### src/rtl/uart_rx_ctrl.sv
// rtl/uart_rx_ctrl.sv - UART receive frame sequencer; optional sticky error flags via UART_RX_ERR_FLAGS_EN
module uart_rx_ctrl #(
    parameter int DATA_W     = 8,
    parameter int PRESCALE_W = 6
) (
    input  logic                  clk,
    input  logic                  rst,
    input  logic                  rx_in,
    input  logic [PRESCALE_W-1:0] prescale,
    input  logic                  par_en,
    input  logic                  strt_glitch,
    input  logic                  par_err,
    input  logic                  stp_err,
    input  logic                  err_clr,
    output logic [PRESCALE_W-1:0] edge_cnt,
    output logic [3:0]            bit_cnt,
    output logic                  dat_samp_en,
    output logic                  strt_chk_en,
    output logic                  par_chk_en,
    output logic                  stp_chk_en,
    output logic                  deser_en,
    output logic                  data_valid,
    output logic                  busy,
    output logic                  par_err_flag,
    output logic                  stp_err_flag
);

    typedef enum logic [2:0] {IDLE, START, DATA, PARITY, STOP} state_t;

    localparam logic [PRESCALE_W-1:0] PS_ONE   = PRESCALE_W'(1);
    localparam logic [3:0]            LAST_BIT = 4'(DATA_W - 1);

    state_t                  state, state_nxt;
    logic [PRESCALE_W-1:0]   ps_q;
    logic                    par_en_q;
    logic                    frame_err;
    logic                    bit_end;

    // A prescale below the supported range still wraps edge_cnt, so every phase terminates.
    assign bit_end = (edge_cnt == ps_q - PS_ONE);

    always_comb begin
        state_nxt   = state;
        deser_en    = 1'b0;
        strt_chk_en = (state == START);
        par_chk_en  = (state == PARITY);
        stp_chk_en  = (state == STOP);
        busy        = (state != IDLE);
        dat_samp_en = (state != IDLE);
        case (state)
            IDLE:    if (!rx_in) state_nxt = START;
            START:   if (bit_end) state_nxt = strt_glitch ? IDLE : DATA;
            DATA: begin
                if (bit_end) begin
                    deser_en = 1'b1;
                    if (bit_cnt == LAST_BIT) state_nxt = par_en_q ? PARITY : STOP;
                end
            end
            PARITY:  if (bit_end) state_nxt = STOP;
            STOP:    if (bit_end) state_nxt = IDLE;
            default: state_nxt = IDLE;
        endcase
    end

    always_ff @(posedge clk) begin
        if (!rst) begin
            state      <= IDLE;
            edge_cnt   <= '0;
            bit_cnt    <= '0;
            ps_q       <= '0;
            par_en_q   <= 1'b0;
            frame_err  <= 1'b0;
            data_valid <= 1'b0;
        end else begin
            state      <= state_nxt;
            data_valid <= 1'b0;
            if (state == IDLE) begin
                edge_cnt <= '0;
                bit_cnt  <= '0;
                if (!rx_in) begin
                    ps_q      <= prescale;
                    par_en_q  <= par_en;
                    frame_err <= 1'b0;
                end
            end else begin
                edge_cnt <= bit_end ? '0 : edge_cnt + PS_ONE;
            end
            case (state)
                START:  if (bit_end) bit_cnt <= '0;
                DATA:   if (bit_end) bit_cnt <= (bit_cnt == LAST_BIT) ? 4'd0 : bit_cnt + 4'd1;
                PARITY: if (bit_end) frame_err <= par_err;
                STOP:   if (bit_end) data_valid <= !stp_err && !frame_err;
                default: ;
            endcase
        end
    end

`ifdef UART_RX_ERR_FLAGS_EN
    // Set has priority over err_clr in the same cycle.
    always_ff @(posedge clk) begin
        if (!rst) begin
            par_err_flag <= 1'b0;
            stp_err_flag <= 1'b0;
        end else begin
            if (state == PARITY && bit_end && par_err) par_err_flag <= 1'b1;
            else if (err_clr)                          par_err_flag <= 1'b0;
            if (state == STOP && bit_end && stp_err)   stp_err_flag <= 1'b1;
            else if (err_clr)                          stp_err_flag <= 1'b0;
        end
    end
`else
    logic unused_err_clr;
    assign unused_err_clr = err_clr;
    assign par_err_flag   = 1'b0;
    assign stp_err_flag   = 1'b0;
`endif

endmodule

### config.mk
export PLATFORM = sky130hd
export DESIGN_NAME = uart_rx_ctrl
export DESIGN_NICKNAME = d
export VERILOG_FILES = /design/src/rtl/uart_rx_ctrl.sv
export SDC_FILE = /design/constraint.sdc
export NUM_CORES = 1
export LEC_CHECK = 0
export CAP_MARGIN = 20
export CORE_UTILIZATION = 51
export DETAILED_ROUTE_END_ITERATION = 10
export PLACE_DENSITY_LB_ADDON = 0.2
export SETUP_SLACK_MARGIN = 0.05
export SLEW_MARGIN = 10
export SYNTH_ARGS = -nofsm -noshare
export SYNTH_HDL_FRONTEND = slang
export SYNTH_SLANG_ARGS = --single-unit
### constraint.sdc
create_clock -name clk -period 3.9 [get_ports clk]
set_input_delay 1.17 -clock clk [delete_from_list [all_inputs] [get_ports clk]]
set_output_delay 1.17 -clock clk [all_outputs]
set_load 0.02 [all_outputs]
## After elaboration in Yosys (flattened, before gate mapping)

Index checks and enable logic that the tools add are counted.

| storage, ports and cells | value |
|---|---|
| bits in registers | 22 |
| bits in writable memories | 0 |
| output and inout bits | 19 |
| ROM bits | 0 |
| memories kept | 0 |
| input port bits | 14 |
| bits in latches | 0 |

| cells by class | value |
|---|---|
| divide/modulo/power cells | 0 |
| add/sub/neg operators | 3 |
| reduce and logical (&&, ||, !) cells | 9 |
| multiplexer cells | 20 |
| shift operators | 0 |
| multiply operators | 0 |
| eq/ne operators | 12 |
| order comparisons | 0 |
| bitwise operators | 2 |

Operators by type and width:

| operator | number |
|---|---|
| $mux W3 | 7 |
| $mux W4 | 4 |
| $pmux W3 S5 | 1 |
| $pmux W4 S2 | 1 |
| $add A6 B1 Y6 const B | 1 |
| $eq A3 B2 Y1 const B | 2 |
| $eq A6 B6 Y1 | 1 |
| $mux W1 | 6 |
| $ne A2 B1 Y1 const B | 3 |
| $ne A2 B2 Y1 const B | 3 |
| $reduce_and A6 Y1 | 1 |
| $sub A6 B1 Y6 const B | 1 |
| $add A4 B1 Y4 const B | 1 |
| $eq A4 B3 Y1 const B | 1 |
| $eq A3 B1 Y1 const B | 1 |
| $eq A3 B3 Y1 const B | 1 |
| $logic_not A3 Y1 | 1 |
| $reduce_and A3 Y1 | 1 |
| $reduce_bool A3 Y1 | 1 |
| $reduce_or A3 Y1 | 1 |
| $logic_not A1 Y1 | 2 |
| $mux W2 | 1 |
| $not A1 Y1 | 2 |
| $reduce_and A2 Y1 | 1 |
| $logic_and A1 B1 Y1 | 1 |

## Longest topological paths before layout

Gate-level depths: netlist of the first run.

| logic depth | value |
|---|---|
| depth after elaboration | 4 |
| depth in mapped cells | 9 |
| depth with buffers taken out | 8 |

## Least setup slack after synthesis of the first run

No wires, ideal clock.

| timing | value |
|---|---|
| kind | flip-flop to output port |
| start | register ps_q[0] |
| end | output port deser_en |
| stages on the path, launching flop included | 9 |
| setup slack | 0.649 ns |
| arrival | 2.081 ns |
| buffers on the path | 1 |
| cell sequence | dfxtp_1 -> inv_1 -> ha_1 -> nand2_1 -> nand2b_4 -> a2111o_1 -> or3_1 -> buf_6 -> nor2_1 |

| between the ends | value |
|---|---|
| word-level cells in the longest chain between the ends | 4 |

RTL lines:

| item | RTL line | RTL |
|---|---|---|
| start, declared | 34 | `logic [PRESCALE_W-1:0] ps_q;` |
| start signal, assigned | 81 | `ps_q <= prescale;` |
| $sub A6 B1 Y6 | 40 | `assign bit_end = (edge_cnt == ps_q - PS_ONE);` |
| $eq A6 B6 Y1 | 40 |  |
| $mux W1 | 54 | `if (bit_end) begin` |
| $mux W1 | 50 | `case (state)` |
| end, declared | 21 | `output logic deser_en,` |

Every way passes these cells.

## Final worst setup path of the first run

Same ends and word-level chain as after synthesis.

==> qor.csv, run 1 <==
metric;value;unit
Area Growth Syn to Fin;25.2;%
final WL;2.53;mm
vias in the first global route;966;
Final Power;0.601;mW
critical path required time;2.73;ns
detailed placer's ending HPWL;1.90;mm
Final Cell Area;1530;um2
number of routed nets with antenna violations;0;
initial antenna violation count;0;
Synth area leaders;dfxtp_1 36%, xnor2_1 5.7%, nor2_1 5.2%;
Post-CTS Setup Inserts;0;
distinct cell type count after synthesis;39;
largest net degree at the start of global routing;13;
Hold Crit Depth;2;
# IOs;33;
critical path startpoint category;flip-flop;
# DRC;0;
final setup vio count;0;
FP Rows;17;
Max rail drop VDD;287;uV
adder-cell share of the synthesized area;0.0307;
ANT cells;0;
fraction of layout cells with a size suffix above 1;0.0678;
core area;2230;um2
largest family of logic cells by synthesized area;simple AND/OR/NAND/NOR gates;
Reg power frac;0.447;
ys async rst share;0;
CP Class;flip-flop to output port;
CTS Sinks;22;
Max Fclk;0.276;GHz
Cell Int Power;0.390;mW
drt pass-1 iters;4;
Inserted Clock Buffers;3;
Synth Instances;153;
clock tree from TritonCTS;done;
worst slew pin tran;0.565;ns
first-pass GRT wire length;4.20;mm
Root Buffer;clkbuf_4;
Clock transition at path regs;0.12;ns
post-synthesis compound-gate area fraction;0.214;
Top FF cell, synth;dfxtp_1;
Hold WC Path Type;flip-flop to flip-flop;
max-slew violation count;0;
Initial Util;0.547;
Wirelength per Cell;12.3;um
Die H;51.0;um
period utilisation layout;0.928;
Clk network pwr share;0.217;
Synth Area in Simple Gates;0.243;
mux cell area share after synthesis;0;
die area;2600;um2
placed cell areas;1500;um2
EDFF count, synth;0;
dominant cell type by area after synthesis;dfxtp_1;
Final Critical Period;3.62;ns
power density over the cells;393;nW/um2
DR vias;1149;
Worst setup EP type;output port;
crit path cell chain;inv_1, ha_1, nand2_1, nand2b_4, a2111o_1, or3_1, nor2_1, clkbuf_2;
fill count;199;
slowest stage delay, CP;0.44;ns
post-synthesis register bit count;22;
sequential area share after synthesis;0.360;
Setup TNS Final;0;ns
status;finished, final reports clean;
critical path arrival;2.45;ns
Net Sw Power;0.212;mW
DR iter-0 viols;39;
Synth warnings;0;
area of the mapped netlist;1220;um2
Worst R2R Path Depth;9;
GRT Total Usage;0.215;
Slew headroom;0.613;
clock buffer depth;2;
total gr overflow;0;
via-per-instance ratio;5.60;
Max FO, Critical Path;4;
combinational share of power;0.336;
setup repair after global routing missed its margin;no;
PortBufs;29;
area share of the largest cell type after synthesis;0.360;
xor/xnor share of the synthesized area;0.0788;
final clock skew;0.00118;ns
H-tree depth;1;
GP Congestion;0.824;
CP max-delay cell;a2111o_1;
max capacitance violation total;0;
Mapped Avg Cell Area;7.99;um2
Switching Share;0.352;
Total Nets Final;195;
die outline width;51.0;um
Final Hold Violating Endpoints;0;
clk_lat worst skew;0.32;ns
leakage power;0.566;nW
power by group through the flow:
| stage | Sequential [mW] | Clock [mW] | Combinational, mW |
|---|---|---|---|
| global route | 0.273 | 0.142 | 0.223 |
| global placement | 0.273 | 0 | 0.194 |
| floorplan | 0.263 | 0 | 0.152 |
| detailed placement | 0.274 | 0 | 0.201 |
| CTS | 0.269 | 0.135 | 0.202 |
| finish | 0.269 | 0.130 | 0.202 |
layer usage:
layer	wire, um	track usage
met1	1200	0.275
met2	1170	0.351
met3	110	0.0268
met4	53	0.116
met5	0	0
final timing paths:
path | start | to | slack, ns
worst max-delay path | ps_q[0] | deser_en | 0.28
worst min-delay path | ps_q[1] | ps_q[1] | 0.51
worst min register to register | ps_q[1] | ps_q[1] | 0.51
worst max register to register | ps_q[0] | bit_cnt[0] | 1.47
cell families after synthesis:
family,Yosys count
buf+inv,18
compound gates,38
flops,22
simple gates,60
fa+ha+maj,3
xor+xnor,11
other cells,1
worst max-delay path, delay by kind of cell (launching register included):
kind / cells / cell delay [ns]
and+or+nand+nor: 4 / 0.79
AOI/OAI and AO/OA: 1 / 0.44
DFF: 1 / 0.41
buffers and inverters: 2 / 0.27
adders and majority gates: 1 / 0.22
synthesized netlist by cell type (3+ instances only):
library cell,number
buf_4,3
a21oi_1,12
dfxtp_1,22
nand2_1,14
clkbuf_1,7
nand2b_1,5
o21ai_0,8
nor3_1,7
nand3_1,6
ha_1,3
xor2_1,3
nor2_1,17
inv_1,7
xnor2_1,8
through the flow:
step                utilization  hold slack (ns)  worst slack (ns)  std cells
finish                    0.685            0.512             0.280        205
global placement          0.671            0.468             0.276        201
detailed placement        0.671            0.495             0.223        201
global route              0.685            0.551             0.143        205
floorplan                     -            0.465             0.649        154
CTS                       0.687            0.513             0.135        205
cell type report:
class                      count  area [um2]  share of cell area
sequential                    22         440               0.288
clock buffer                   4        36.3              0.0237
multi-input combinational    114         699               0.457
timing repair buffer          30         293               0.191
inverter                       7        26.3              0.0172
tap                           28        35.0              0.0229
registers in the layout, indices dropped and copies added (netlist names):
register / count
edge_cnt: 6
state: 3
par_en_q: 1
frame_err: 1
bit_cnt: 4
data_valid: 1
ps_q: 6
layout by cell type, fill, tap and decap left out, drive strengths merged, types with 2 or more instances in the layout:
cell / netlist / final
a2111oi: 3 / 3
a21o: 2 / 2
a21oi: 12 / 12
a32o: 2 / 2
and3: 3 / 3
clkbuf: 7 / 5
clkdlybuf4s50: 0 / 28
conb: 1 / 2
dfxtp: 22 / 22
ha: 3 / 3
inv: 7 / 7
nand2: 14 / 14
nand2b: 6 / 6
nand3: 6 / 6
nor2: 17 / 17
nor3: 7 / 7
o21ai: 8 / 8
o22ai: 2 / 2
or2: 2 / 2
xnor2: 8 / 8
xor2: 3 / 3
timing repair:
action	in CTS	in global routing
setup endpoints to repair	1	1
gates resized for setup	1	2
hold buffers	0	0
(Power assumes the default switching activity.)
==> run 2: changes to the inputs <==
--- a/config.mk
+++ b/config.mk
@@ -6,7 +6,7 @@
 export NUM_CORES = 1
 export LEC_CHECK = 0
 export CAP_MARGIN = 20
-export CORE_UTILIZATION = 51
+export CORE_UTILIZATION = 47
 export DETAILED_ROUTE_END_ITERATION = 10
 export PLACE_DENSITY_LB_ADDON = 0.2
 export SETUP_SLACK_MARGIN = 0.05
==> constraint.sdc (replaced) <==
create_clock -name clk -period 3.65 [get_ports clk]
set_input_delay 1.095 -clock clk [delete_from_list [all_inputs] [get_ports clk]]
set_output_delay 1.095 -clock clk [all_outputs]
set_load 0.02 [all_outputs]
==> run 2 against run 1 <==
  * Sequential power rose by 7%
  * Non-clock buffer count rose by 2
  * Via count fell by 0.35%
  * Combinational power rose by 8%
  * Clock power barely moved
  * Register-to-register slack got worse by 0.23 ns
  * First-iteration DRC count fell by 64%
  * Cell area rose by 1.3%
  * Die area rose by 8.2%
  * Power rose by 6.2%
  * Wire length rose by 2.8%
==> qor.csv, run 2 (same netlist as run 1, synthesis figures left out) <==
metric;value;unit
status;finished, final reports clean;
detailed placer's ending HPWL;1.98;mm
Final Hold Violating Endpoints;0;
CP Class;flip-flop to output port;
top flop regs;edge_cnt (6), ps_q (6), bit_cnt (4);
critical path required time;2.55;ns
fraction of layout cells with a size suffix above 1;0.0838;
most common cell after layout, fill and taps aside;clkdlybuf4s50_1;
Clock transition at path regs;0.12;ns
final setup vio count;0;
Max Fclk;0.292;GHz
clk_lat worst skew;0.30;ns
Max FO, Critical Path;3;
commonest cells after routing, fill and taps aside;28 x clkdlybuf4s50_1, 22 x dfxtp_1, 16 x nor2_1;
power density over the cells;412;nW/um2
ANT cells;0;
critical path startpoint category;flip-flop;
fin util;0.626;
cts hold-fix bufs;0;
initial antenna violation count;0;
Setup TNS Final;0;ns
max capacitance violation total;0;
met1 usage;0.240;
PortBufs;29;
setup repair after global routing missed its margin;no;
final WL;2.60;mm
Initial Util;0.493;
Inserted Clock Buffers;3;
clock buffer depth;2;
clock tree from TritonCTS;done;
max-slew violation count;0;
placed cell areas;1520;um2
Total Nets Final;197;
Slew headroom;0.635;
period utilisation layout;0.940;
FP Rows;18;
busiest grt layer;met2;
Worst setup EP type;output port;
H-tree depth;1;
Final Cell Area;1550;um2
DR vias;1145;
Post-CTS Setup Inserts;0;
worst slew pin tran;0.533;ns
Hold WC Path Type;flip-flop to flip-flop;
DR iter-0 viols;14;
die area;2810;um2
GP Congestion;0.875;
M2 GR Usage;0.380;
largest net degree at the start of global routing;13;
GRT Total Usage;0.213;
CTS Sinks;22;
Max rail drop VDD;288;uV
Final Critical Period;3.43;ns
vias in the first global route;1078;
final clock skew;0.000991;ns
Root Buffer;clkbuf_4;
Area Growth Syn to Fin;26.8;%
die outline width;53;um
# IOs;33;
via-per-instance ratio;5.48;
# DRC;0;
Hold WS;0.498;ns
first-pass GRT wire length;4.42;mm
leakage power;0.577;nW
total gr overflow;0;
Wirelength per Cell;12.4;um
critical path arrival;2.34;ns
Die H;53;um
core area;2480;um2
number of routed nets with antenna violations;0;
drt pass-1 iters;4;
M3 GR Usage;0.0316;
## run 2: cell types whose count changed in the layout (fill, tap and decap cells not counted), sizes merged
cell  previous run  this run
buf              1         3
## run 2: layer usage
layer / vias to the layer above / share of wire
li1: 584 / -
met1: 523 / 0.45
met2: 34 / 0.50
met3: 4 / 0.040
met4: 0 / 0.013
met5: - / 0
## run 2: worst max-delay path, cell delays in order (launching register included)
cell and delay [ns]:
dfxtp_1 0.37, inv_1 0.05, ha_1 0.20, nand2_1 0.14
nand2b_4 0.06, a2111o_1 0.44, or3_1 0.43, nor2_2 0.16
clkbuf_2 0.19
## run 2: final timing paths
check / startpoint / endpoint / slack, ns / cells past startpoint
setup / recovery: ps_q[1] / deser_en / 0.22 / 8
hold / removal: edge_cnt[0] / edge_cnt[0] / 0.50 / 1
setup reg to reg: ps_q[1] / bit_cnt[0] / 1.24 / 9
hold reg to reg: edge_cnt[0] / edge_cnt[0] / 0.50 / 1
## run 2: stage by stage
| step | total power [mW] | setup WS (ns) | instances |
|---|---|---|---|
| 3_5_place_dp | 0.509 | 0.0949 | 205 |
| 2_1_floorplan | 0.443 | 0.474 | 154 |
| 3_3_place_gp | 0.502 | 0.138 | 205 |
| 5_1_grt | 0.680 | 0.0819 | 209 |
| 6_report | 0.638 | 0.220 | 209 |
| 4_1_cts | 0.640 | 0.0535 | 209 |
## run 2: area by class of cell
type                       count  area [um2]
inverter                       7        26.3
timing repair buffer          32         308
multi-input combinational    114         702
tap                           30        37.5
sequential                    22         440
clock buffer                   4        36.3
fill                         220         927
## run 2: report_power, final
| group | internal (mW) | leakage (nW) | switching [mW] |
|---|---|---|---|
| Sequential | 0.259 | 0.179 | 0.0283 |
| Clock | 0.0609 | 0.0210 | 0.0722 |
| Combinational | 0.0980 | 0.377 | 0.120 |
## run 2: what timing repair did
| item | CTS | global route |
|---|---|---|
| resized for setup | 2 | 2 |
| cloned | 0 | 0 |
| pin swaps | 0 | 0 |
| endpoints found under the setup margin | 1 | 1 |
